[src/rtl/xadc_channel_sequencer_pkg.sv]
// Shared widths, XADC auxiliary-channel DRP addresses and sequencer state encoding
// for the XADC round-robin channel sequencer.
package xadc_channel_sequencer_pkg;

   localparam int ADC_W      = 12;
   localparam int DRP_ADDR_W = 7;
   localparam int OFFSET_W   = 13;

   localparam logic [DRP_ADDR_W-1:0] VAUX2  = 7'h12;
   localparam logic [DRP_ADDR_W-1:0] VAUX3  = 7'h13;
   localparam logic [DRP_ADDR_W-1:0] VAUX10 = 7'h1a;
   localparam logic [DRP_ADDR_W-1:0] VAUX11 = 7'h1b;

   typedef enum logic [2:0] {
      ST_IDLE,
      ST_REQ,
      ST_WAIT,
      ST_ACC,
      ST_PUB
   } seq_state_t;

endpackage

[src/rtl/xadc_channel_sequencer_clamp.sv]
// Adds a signed calibration offset to a 12-bit unsigned ADC average and saturates
// the result back into the unsigned 12-bit range [0, 4095].
module adc_offset_clamp
   import xadc_channel_sequencer_pkg::*;
(
   input  logic                       [ADC_W-1:0]    avg_in,
   input  logic signed                [OFFSET_W-1:0] offset_in,
   output logic                       [ADC_W-1:0]    res_out
);

   // Two guard bits: bit 13 flags a negative sum, bit 12 flags a sum above 4095.
   function automatic logic [ADC_W-1:0] sat_u12(input logic signed [ADC_W+1:0] v);
      if (v[ADC_W+1])
         return '0;
      else if (v[ADC_W])
         return '1;
      else
         return v[ADC_W-1:0];
   endfunction

   logic signed [ADC_W+1:0] sum;

   assign sum     = $signed({2'b00, avg_in}) + $signed({offset_in[OFFSET_W-1], offset_in});
   assign res_out = sat_u12(sum);

endmodule

[src/rtl/xadc_channel_sequencer.sv]
// Round-robin XADC DRP read sequencer: per-channel averaging, offset calibration,
// drdy timeout detection and a single coherent publish strobe for all channels.
module xadc_channel_sequencer
   import xadc_channel_sequencer_pkg::*;
#(
   parameter int                             NUM_CH     = 2,
   parameter logic [NUM_CH*DRP_ADDR_W-1:0]   CH_ADDRS   = {VAUX10, VAUX11},
   parameter logic [NUM_CH*OFFSET_W-1:0]     CH_OFFSETS = {13'sd24, -13'sd8},
   parameter int                             AVG_LOG2   = 2,
   parameter int                             TIMEOUT    = 64
) (
   input  logic                         clock,
   input  logic                         reset,
   input  logic                         enable,
   input  logic                         err_clr,
   input  logic                         eoc_in,
   input  logic                         drdy_in,
   input  logic [15:0]                  do_in,
   output logic                         den_out,
   output logic [DRP_ADDR_W-1:0]        daddr_out,
   output logic [NUM_CH*ADC_W-1:0]      data_out,
   output logic                         valid_out,
   output logic [NUM_CH-1:0]            err_out,
   output logic                         busy_out
);

   localparam int CH_W  = (NUM_CH > 1) ? $clog2(NUM_CH) : 1;
   localparam int RND_W = (AVG_LOG2 > 0) ? AVG_LOG2 : 1;
   localparam int ACC_W = ADC_W + AVG_LOG2;
   localparam int TMO_W = $clog2(TIMEOUT + 1);

   localparam logic [CH_W-1:0]  LAST_CH  = CH_W'(NUM_CH - 1);
   localparam logic [RND_W-1:0] LAST_RND = RND_W'((1 << AVG_LOG2) - 1);
   localparam logic [TMO_W-1:0] TMO_LAST = TMO_W'(TIMEOUT - 1);

   seq_state_t           state;
   seq_state_t           state_nxt;
   logic [CH_W-1:0]      ch;
   logic [RND_W-1:0]     round;
   logic [TMO_W-1:0]     tmo;
   logic [ADC_W-1:0]     sample;
   logic [ACC_W-1:0]     acc      [NUM_CH];
   logic [ACC_W-1:0]     acc_nxt  [NUM_CH];
   logic [ADC_W-1:0]     last_raw [NUM_CH];
   logic [NUM_CH-1:0]    err_set;
   logic [NUM_CH*ADC_W-1:0] pub_res;
   logic                 last_sample;
   logic                 tmo_expired;
   logic [3:0]           unused_do_lsbs;

   assign unused_do_lsbs = do_in[3:0];
   assign last_sample    = (ch == LAST_CH) && (round == LAST_RND);
   assign tmo_expired    = (tmo == TMO_LAST) && !drdy_in;
   assign daddr_out      = CH_ADDRS[int'(ch)*DRP_ADDR_W +: DRP_ADDR_W];

   always_ff @(posedge clock or posedge reset) begin
      if (reset)
         state <= ST_IDLE;
      else
         state <= state_nxt;
   end

   always_comb begin
      state_nxt = state;
      den_out   = 1'b0;
      valid_out = 1'b0;
      busy_out  = (state != ST_IDLE);
      case (state)
         ST_IDLE: if (enable && eoc_in) state_nxt = ST_REQ;
         ST_REQ: begin
            den_out   = 1'b1;
            state_nxt = ST_WAIT;
         end
         ST_WAIT: if (drdy_in || tmo_expired) state_nxt = ST_ACC;
         ST_ACC:  state_nxt = last_sample ? ST_PUB : ST_IDLE;
         ST_PUB: begin
            valid_out = 1'b1;
            state_nxt = ST_IDLE;
         end
         default: state_nxt = ST_IDLE;
      endcase
   end

   always_comb begin
      err_set = '0;
      if (state == ST_WAIT && tmo_expired)
         err_set[ch] = 1'b1;
   end

   // Accumulator view including the sample being added this cycle; the publish
   // path reads it so data_out is already updated while valid_out is high.
   always_comb begin
      for (int c = 0; c < NUM_CH; c++) begin
         acc_nxt[c] = acc[c];
         if (CH_W'(c) == ch)
            acc_nxt[c] = acc[c] + ACC_W'(sample);
      end
   end

   for (genvar g = 0; g < NUM_CH; g++) begin : g_clamp
      adc_offset_clamp u_clamp (
         .avg_in    (acc_nxt[g][ACC_W-1:AVG_LOG2]),
         .offset_in ($signed(CH_OFFSETS[g*OFFSET_W +: OFFSET_W])),
         .res_out   (pub_res[g*ADC_W +: ADC_W])
      );
   end

   always_ff @(posedge clock or posedge reset) begin
      if (reset) begin
         ch       <= '0;
         round    <= '0;
         tmo      <= '0;
         sample   <= '0;
         data_out <= '0;
         err_out  <= '0;
         for (int c = 0; c < NUM_CH; c++) begin
            acc[c]      <= '0;
            last_raw[c] <= '0;
         end
      end else begin
         // Set wins over a coincident clear on the same bit.
         err_out <= (err_out & ~{NUM_CH{err_clr}}) | err_set;
         case (state)
            ST_IDLE: begin
               if (!enable) begin
                  ch    <= '0;
                  round <= '0;
                  for (int c = 0; c < NUM_CH; c++) acc[c] <= '0;
               end
            end
            ST_REQ: tmo <= '0;
            ST_WAIT: begin
               if (drdy_in) begin
                  sample       <= do_in[15:4];
                  last_raw[ch] <= do_in[15:4];
               end else if (tmo == TMO_LAST) begin
                  sample <= last_raw[ch];
               end else begin
                  tmo <= tmo + 1'b1;
               end
            end
            ST_ACC: begin
               if (last_sample) begin
                  data_out <= pub_res;
               end else if (!enable) begin
                  ch    <= '0;
                  round <= '0;
                  for (int c = 0; c < NUM_CH; c++) acc[c] <= '0;
               end else begin
                  for (int c = 0; c < NUM_CH; c++) acc[c] <= acc_nxt[c];
                  if (ch == LAST_CH) begin
                     ch    <= '0;
                     round <= round + 1'b1;
                  end else begin
                     ch <= ch + 1'b1;
                  end
               end
            end
            ST_PUB: begin
               ch    <= '0;
               round <= '0;
               for (int c = 0; c < NUM_CH; c++) acc[c] <= '0;
            end
            default: ;
         endcase
      end
   end

endmodule
[config.mk]
export PLATFORM = sky130hd
export DESIGN_NAME = xadc_channel_sequencer
export DESIGN_NICKNAME = d
export VERILOG_FILES = /design/src/rtl/xadc_channel_sequencer_pkg.sv /design/src/rtl/xadc_channel_sequencer_clamp.sv /design/src/rtl/xadc_channel_sequencer.sv
export SDC_FILE = /design/constraint.sdc
export NUM_CORES = 1
export LEC_CHECK = 0
export ABC_CLOCK_PERIOD_IN_PS = 4200
export CORE_MARGIN = 3
export CORE_UTILIZATION = 45
export DETAILED_ROUTE_END_ITERATION = 8
export MAX_ROUTING_LAYER = met4
export PLACE_DENSITY = 0.69
export SLEW_MARGIN = 5
export SYNTH_ARGS = -nofsm -noshare
export SYNTH_HDL_FRONTEND = slang
export SYNTH_SLANG_ARGS = --single-unit
[constraint.sdc]
create_clock -name clock -period 4.2 [get_ports clock]
set_input_delay 0.63 -clock clock [delete_from_list [all_inputs] [get_ports clock]]
set_output_delay 0.63 -clock clock [all_outputs]
set_load 0.03 [all_outputs]
==> qor.csv, run 1 <==
metric,value,unit
run status,"complete, no violations",
Yosys cell types,77,
clock latency of the later-clocked register in the worst-skew pair,0.36,ns
total routed wirelength,15200,um
placeable core region,0.0135,mm2
via count of the first global-routing pass,5228,
dpl cell area,0.00692,mm2
final RePlAce weighted congestion,0.910,
crit path kind,flop to flop,
Antenna diodes,0,
DRC violations left,0,
worst slew margin relative to its limit,32.2,%
startpoint kind of the worst setup timing path,flop,
post-route cell area,0.00723,mm2
number of standard cells after synthesis,654,
I/O Buffers,47,
clock-pin slew on the worst setup and hold paths,0.08,ns
"Largest stage delay, worst path",0.57,ns
Resized Gates After CTS,0,
fraction of layout cells with a size suffix above 1,10.9,%
cell type with the largest total area after synthesis,sky130_fd_sc_hd__dfrtp_1,
detail-routed net length per standard cell,17.4,um
die extent in x,124,um
global routing usage on met3,3.86,%
initial drt markers,360,
average cell area after synthesis,9.65,um2
via-per-instance ratio,6.01,
hold slack final,0.494,ns
clk sink count,103,
highest attainable clock frequency,292,MHz
setup slack at placement,0.807,ns
met2 GRT Util,33.6,%
Critical Path End Type,flop,
share of the cycle needed by the critical path after routing,81.5,%
global routing usage summed across all routing layers,20.8,%
ranking of synthesized cells by instance count,"103 x sky130_fd_sc_hd__dfrtp_1, 66 x sky130_fd_sc_hd__nand2_1, 50 x sky130_fd_sc_hd__o21ai_0, 47 x sky130_fd_sc_hd__a21oi_1, 46 x sky130_fd_sc_hd__nor2_1",
TNS Setup,0,ns
"Async S/R FF share, synth",100,%
Via Count,5241,
Worst Path Max Fanout,7,
Inst Count DP,856,
prevailing post-synth register cell,sky130_fd_sc_hd__dfrtp_1,
quantity of hold-fixing buffers added after cts,0,
post-synth design cell area,0.00631,mm2
Clock Tree Root,sky130_fd_sc_hd__clkbuf_16,
crit path time final,3.42,ns
sequential share of the synthesized area,40.9,%
data required time at the worst endpoint,4.43,ns
fin nets,743,
Ports,58,
Final Worst Setup Slack,0.778,ns
initial core utilization,46.9,%
first-pass iteration count of the detailed router,4,
Final Core Density,53.8,%
setup clock skew after layout,0.0102,ns
number of flops mapped to enable cells by yosys,0,
routing layer with the top usage in global route,met2,
cell type of the slowest stage on the worst timing path,sky130_fd_sc_hd__a211oi_1,
number of fill cells in the layout,1200,
"FF+latch count, synth",103,
min-delay worst type,flop to flop,
setup repair after global routing missed its margin,no,
placed wire-length estimate after detailed placement,10700,um
power per cell area,640,mW/mm2
Global Route met1 Usage,25.8,%
buffer depth of the longest clock path,2,
area overhead of the layout relative to synthesis,14.7,%
count of final setup violators,0,
Final Max Tran Viols,0,
IR Drop Worst-Case VDD,302,uV
slew at the pin closest to its max-slew limit,1.02,ns
most numerous cell in the Yosys netlist,sky130_fd_sc_hd__dfrtp_1,
global-route wire length before repair,25700,um
clock tree from TritonCTS,built,
arrival time at the worst endpoint,3.65,ns
initial antenna violation count,0,
H-tree level count,3,
total leakage power,3.18,nW
# rows,42,
share of Yosys cell area claimed by the top area cell type,40.9,%
total chip power,4.63,mW
chain of cells forming the critical path,ha_1 -> inv_1 -> fa_1 -> nand2b_1 -> a21oi_1 -> o21a_1 -> o41ai_1 -> a211oi_1 -> o211ai_1 -> a32oi_1 -> o31ai_1,
"top cells by area, synth","sky130_fd_sc_hd__dfrtp_1 41%, sky130_fd_sc_hd__ha_1 5.6%, sky130_fd_sc_hd__mux2_2 5.2%",
CTS buffer count,9,
Die Y,124,um
number of post-CTS setup repair buffers,0,
pin count of the biggest net entering global routing,83,
number of nets still failing antenna checks after routing,0,
number of warnings reported in the yosys synthesis log,0,
Die Outline Area,0.0155,mm2
Reg2Reg Setup Slack,0.78,ns
count of max-cap constraint violations,0,
Fin. Hold Viols,0,
residual overflow from global routing,0,
number of standard cells in the final layout excluding fillers,872,
routing by layer:
metal,part of all wire (%),vias up
met5,0,-
met3,4.9,33
met2,48,145
met4,3.1,0
li1,-,2477
met1,44,2586
final cells by class:
cell class | instances | area, um2 | area share [%]
clock inverter | 7 | 83.8 | 1.16
timing repair buffer | 55 | 531 | 7.33
inverter | 20 | 77.6 | 1.07
multi-input combinational | 502 | 3520 | 48.6
sequential | 103 | 2580 | 35.7
clock buffer | 9 | 225 | 3.11
tap | 176 | 220 | 3.04
layout by cell type (no fill, tap or decap), drive strengths merged, types with 10 or more instances in the layout:
cell / Yosys / final
o21ai: 56 / 56
nor2b: 10 / 10
nor3: 14 / 14
xor2: 12 / 12
nor2: 46 / 46
mux2: 29 / 29
nand2: 66 / 66
a21oi: 47 / 47
ha: 28 / 28
a22o: 20 / 20
inv: 20 / 25
dfrtp: 103 / 103
mux2i: 20 / 20
clkdlybuf4s50: 0 / 47
a211oi: 10 / 10
registers in the layout (all words and copies together) (netlist names):
name,cells
last_raw,24
tmo,7
sample,12
err_out,2
state,3
data_out,24
round,2
ch,1
acc,28
critical path: cells and delay by family, from the launching register on:
family,cells,cell delay [ns]
adders and majority gates,2,0.60
buffers and inverters,1,0.07
DFF,1,0.40
and+or+nand+nor,1,0.19
AOI/OAI and AO/OA,7,2.04
path summary, 6_finish.rpt:
path	startpoint	endpoint	cells after the start
setup / recovery	sample[0]	data_out[9]	11
hold / removal	data_out[11]	data_out[11]	2
setup reg to reg	sample[0]	data_out[9]	11
hold reg to reg	data_out[11]	data_out[11]	2
max in group asynchronous	reset	acc[12]	3
min in group asynchronous	reset	last_raw[22]	2
kinds of logic (layout without fill, tap and decap cells):
kind of cell               Yosys count  count (layout)  synth area share (%)
AOI/OAI and AO/OA                  203             203                  22.8
xor gates and xnor gates            21              21                  2.92
adders and majority gates           30              30                  6.19
buffers and inverters               53              91                  3.63
DFF                                103             103                  40.9
muxes                               49              49                  8.35
other                                2               6                 0.119
and+or+nand+nor                    193             193                  15.1
report_power, final:
| part | internal (mW) | leakage, nW | total, mW | switching (mW) |
|---|---|---|---|---|
| Clock | 0.477 | 0.155 | 0.895 | 0.418 |
| Combinational | 0.897 | 1.66 | 2.24 | 1.35 |
| Sequential | 1.25 | 1.37 | 1.49 | 0.238 |
| Total | 2.62 | 3.18 | 4.63 | 2.00 |
No activity file was read; power rests on OpenSTA's default activity.
==> inputs of run 2 (changes only) <==
--- a/config.mk
+++ b/config.mk
@@ -5,12 +5,12 @@
 export SDC_FILE = /design/constraint.sdc
 export NUM_CORES = 1
 export LEC_CHECK = 0
-export ABC_CLOCK_PERIOD_IN_PS = 4200
+export ABC_CLOCK_PERIOD_IN_PS = 3000
 export CORE_MARGIN = 3
 export CORE_UTILIZATION = 45
 export DETAILED_ROUTE_END_ITERATION = 8
 export MAX_ROUTING_LAYER = met4
-export PLACE_DENSITY = 0.69
+export PLACE_DENSITY = 0.71
 export SLEW_MARGIN = 5
 export SYNTH_ARGS = -nofsm -noshare
 export SYNTH_HDL_FRONTEND = slang
==> constraint.sdc (replaced) <==
create_clock -name clock -period 3 [get_ports clock]
set_input_delay 0.45 -clock clock [delete_from_list [all_inputs] [get_ports clock]]
set_output_delay 0.45 -clock clock [all_outputs]
set_load 0.03 [all_outputs]
==> run 2 against run 1 <==
Compared with the run above:
- final cell count up 7.1%
- non-clock buffer count grew 61
- clock skew is essentially flat
- combinational power grew 84%
- critical path type unchanged
- critical endpoint is now data_out[23]
- largest cell class unchanged
- largest power group unchanged
==> qor.csv, run 2 (synthesis results as in run 1) <==
metric,value,unit,change
final RePlAce weighted congestion,0.936,,+2.8%
critical path launch point,sample[2],,
"Largest stage delay, worst path",0.46,ns,-0.11 ns
total chip power,7.40,mW,+60%
launch point of the worst hold path,data_out[20],,
share of total power in combinational logic,55.7,%,+7.2 points
Final Max Tran Viols,0,,unchanged
count of final setup violators,0,,unchanged
I/O Buffers,47,,unchanged
detail-routed net length per standard cell,17.4,um,-0.13%
via-per-instance ratio,5.83,,-2.9%
DRC violations left,0,,unchanged
run status,"complete, no violations",,
Ports,58,,unchanged
Clock Tree Root,sky130_fd_sc_hd__clkbuf_16,,
fraction of power consumed by the clock network,15.8,%,-3.6 points
first-pass iteration count of the detailed router,5,,+1
initial antenna violation count,0,,unchanged
"most common cell after layout, fill and taps aside",sky130_fd_sc_hd__dfrtp_1,,
Die Y,124,um,unchanged
setup clock skew after layout,0.0103,ns,+0.000141 ns
count of max-cap constraint violations,0,,unchanged
IR Drop Worst-Case VDD,368,uV,+22%
arrival time at the worst endpoint,3.21,ns,-0.44 ns
clock latency of the later-clocked register in the worst-skew pair,0.36,ns,about the same
count of buffering cells on the critical path with inverters included,2,,+1
Fin. Hold Viols,0,,unchanged
highest attainable clock frequency,341,MHz,+17%
fin nets,805,,+8.3%
"commonest cells after routing, fill and taps aside","100 x sky130_fd_sc_hd__dfrtp_1, 66 x sky130_fd_sc_hd__nand2_1, 65 x sky130_fd_sc_hd__buf_4",,
placed wire-length estimate after detailed placement,11200,um,+4.6%
Via Count,5449,,+4.0%
clock tree from TritonCTS,built,,
CP most frequent cell,sky130_fd_sc_hd__buf_4,,
min-delay worst type,flop to flop,,
top register by number of flip-flops,acc,,
TNS Setup,0,ns,unchanged
initial drt markers,401,,+11%
area overhead of the layout relative to synthesis,27.3,%,
Inst Count DP,904,,+5.6%
global routing usage summed across all routing layers,21.5,%,+0.70 points
fraction of layout cells with a size suffix above 1,24.0,%,+13 points
post-route cell area,0.00803,mm2,+11%
Die Outline Area,0.0155,mm2,unchanged
clk sink count,103,,unchanged
# rows,42,,unchanged
switching portion of total power,42.5,%,-0.81 points
slew at the pin closest to its max-slew limit,0.697,ns,-0.319 ns
sequential share of power,28.5,%,-3.7 points
residual overflow from global routing,0,,unchanged
via count of the first global-routing pass,5364,,+2.6%
data required time at the worst endpoint,3.28,ns,-1.15 ns
Largest regs,"acc: 28 flops, data_out: 24 flops, last_raw: 24 flops",,
buffer depth of the longest clock path,2,,unchanged
total routed wirelength,16200,um,+7.0%
total leakage power,3.55,nW,+11%
Final Core Density,59.7,%,+5.9 points
CTS buffer count,9,,unchanged
die extent in x,124,um,unchanged
Antenna diodes,0,,unchanged
chain of cells forming the critical path,ha_1 -> buf_4 -> nand4b_1 -> a211oi_2 -> buf_4 -> o31ai_4 -> a41oi_4 -> a211o_1 -> or4_1 -> a31oi_1,,
number of standard cells in the final layout excluding fillers,934,,+7.1%
internal power contribution,4.26,mW,+62%
Switch Pwr,3.14,mW,+57%
share of the cycle needed by the critical path after routing,97.7,%,+16 points
worst slew margin relative to its limit,53.5,%,+21 points
clock-pin slew on the worst setup and hold paths,0.08,ns,about the same
kind of cell with the highest combined delay on the critical path,compound AO/OA/AOI/OAI gates,,
setup repair after global routing missed its margin,yes,,
Critical Path End Type,flop,,
power per cell area,921,mW/mm2,+44%
pin count of the biggest net entering global routing,104,,+25%
crit path time final,2.93,ns,-0.491 ns
global-route wire length before repair,26800,um,+4.3%
beginning of the worst register-to-register path,sample[2],,
startpoint kind of the worst setup timing path,flop,,
H-tree level count,3,,unchanged
placeable core region,0.0135,mm2,unchanged
cell type of the slowest stage on the worst timing path,sky130_fd_sc_hd__dfrtp_1,,
number of nets still failing antenna checks after routing,0,,unchanged
initial core utilization,46.9,%,unchanged
max reg flops,28,,unchanged
crit path kind,flop to flop,,
dpl cell area,0.00731,mm2,+5.6%
Worst Path Max Fanout,4,,-3
-- run 2: changes by cell type in the layout (fill, tap and decap cells not counted), moves of 3 or more --
cell / previous run / this run
sky130_fd_sc_hd__ha_1: 28 / 19
sky130_fd_sc_hd__nor3_2: 0 / 3
sky130_fd_sc_hd__clkinv_4: 0 / 3
sky130_fd_sc_hd__ha_2: 0 / 4
sky130_fd_sc_hd__buf_4: 8 / 65
sky130_fd_sc_hd__nor3_1: 14 / 11
sky130_fd_sc_hd__o21ai_0: 50 / 47
sky130_fd_sc_hd__a21oi_4: 0 / 3
sky130_fd_sc_hd__ha_4: 0 / 5
sky130_fd_sc_hd__a21oi_1: 47 / 43
-- run 2: power groups by stage --
stage	clock network, mW	logic (mW)	registers [mW]
after detailed placement	0	3.61	2.10
after global placement	0	3.48	2.08
final	1.17	4.12	2.11
after CTS	1.19	3.72	2.08
after floorplan	0	2.48	1.96
after global routing	1.24	4.49	2.16
-- run 2: path summary, 6_finish.rpt --
check | slack, ns | end | depth (start not counted)
min reg2reg | 0.49 | data_out[20] | 2
max in group asynchronous | 1.98 | acc[6] | 3
max | 0.07 | data_out[23] | 10
max reg2reg | 0.07 | data_out[23] | 10
min in group asynchronous | 0.57 | tmo[4] | 3
min | 0.49 | data_out[20] | 2
-- run 2: area by class of cell --
cell class,count,area (um2)
Sequential cell,103,2580
Multi-Input combinational cell,503,3840
Tap cell,176,220
Fill cell,1120,5420
Clock buffer,10,239
Inverter,20,78.8
Timing Repair Buffer,116,1020
Clock inverter,6,51.3
-- run 2: metal layers --
metal  global-route usage (%)  vias up  routed length (um)
met2                     34.8      122                7980
met1                     27.5     2699                7190
met4                     7.99        0                 425
met5                        -        -                   0
met3                     3.22       29                 642
li1                         -     2599                   -
-- run 2: metrics by stage --
stage / hold slack (ns) / setup WS, ns
5_1_grt: 0.525 / -0.0439
3_5_place_dp: 0.477 / -0.110
3_3_place_gp: 0.470 / -0.0333
4_1_cts: 0.492 / 0.00330
6_report: 0.488 / 0.0693
2_1_floorplan: 0.455 / 0.0487
-- run 2: worst reg2reg max path: cells and delay by family (launching register included) --
family          cells  cell delay [ns]
compound gates      5             1.11
simple gates        2             0.63
flops               1             0.46
fa+ha+maj           1             0.35
buf+inv             2             0.30
-- run 2: timing repair --
action,in CTS,in global routing
hold buffers,0,0
pin swaps,3,21
endpoints found under the hold margin,0,0
setup endpoints to repair,21,25
buffers inserted,2,11
cloned,0,1
gates resized for setup,12,50
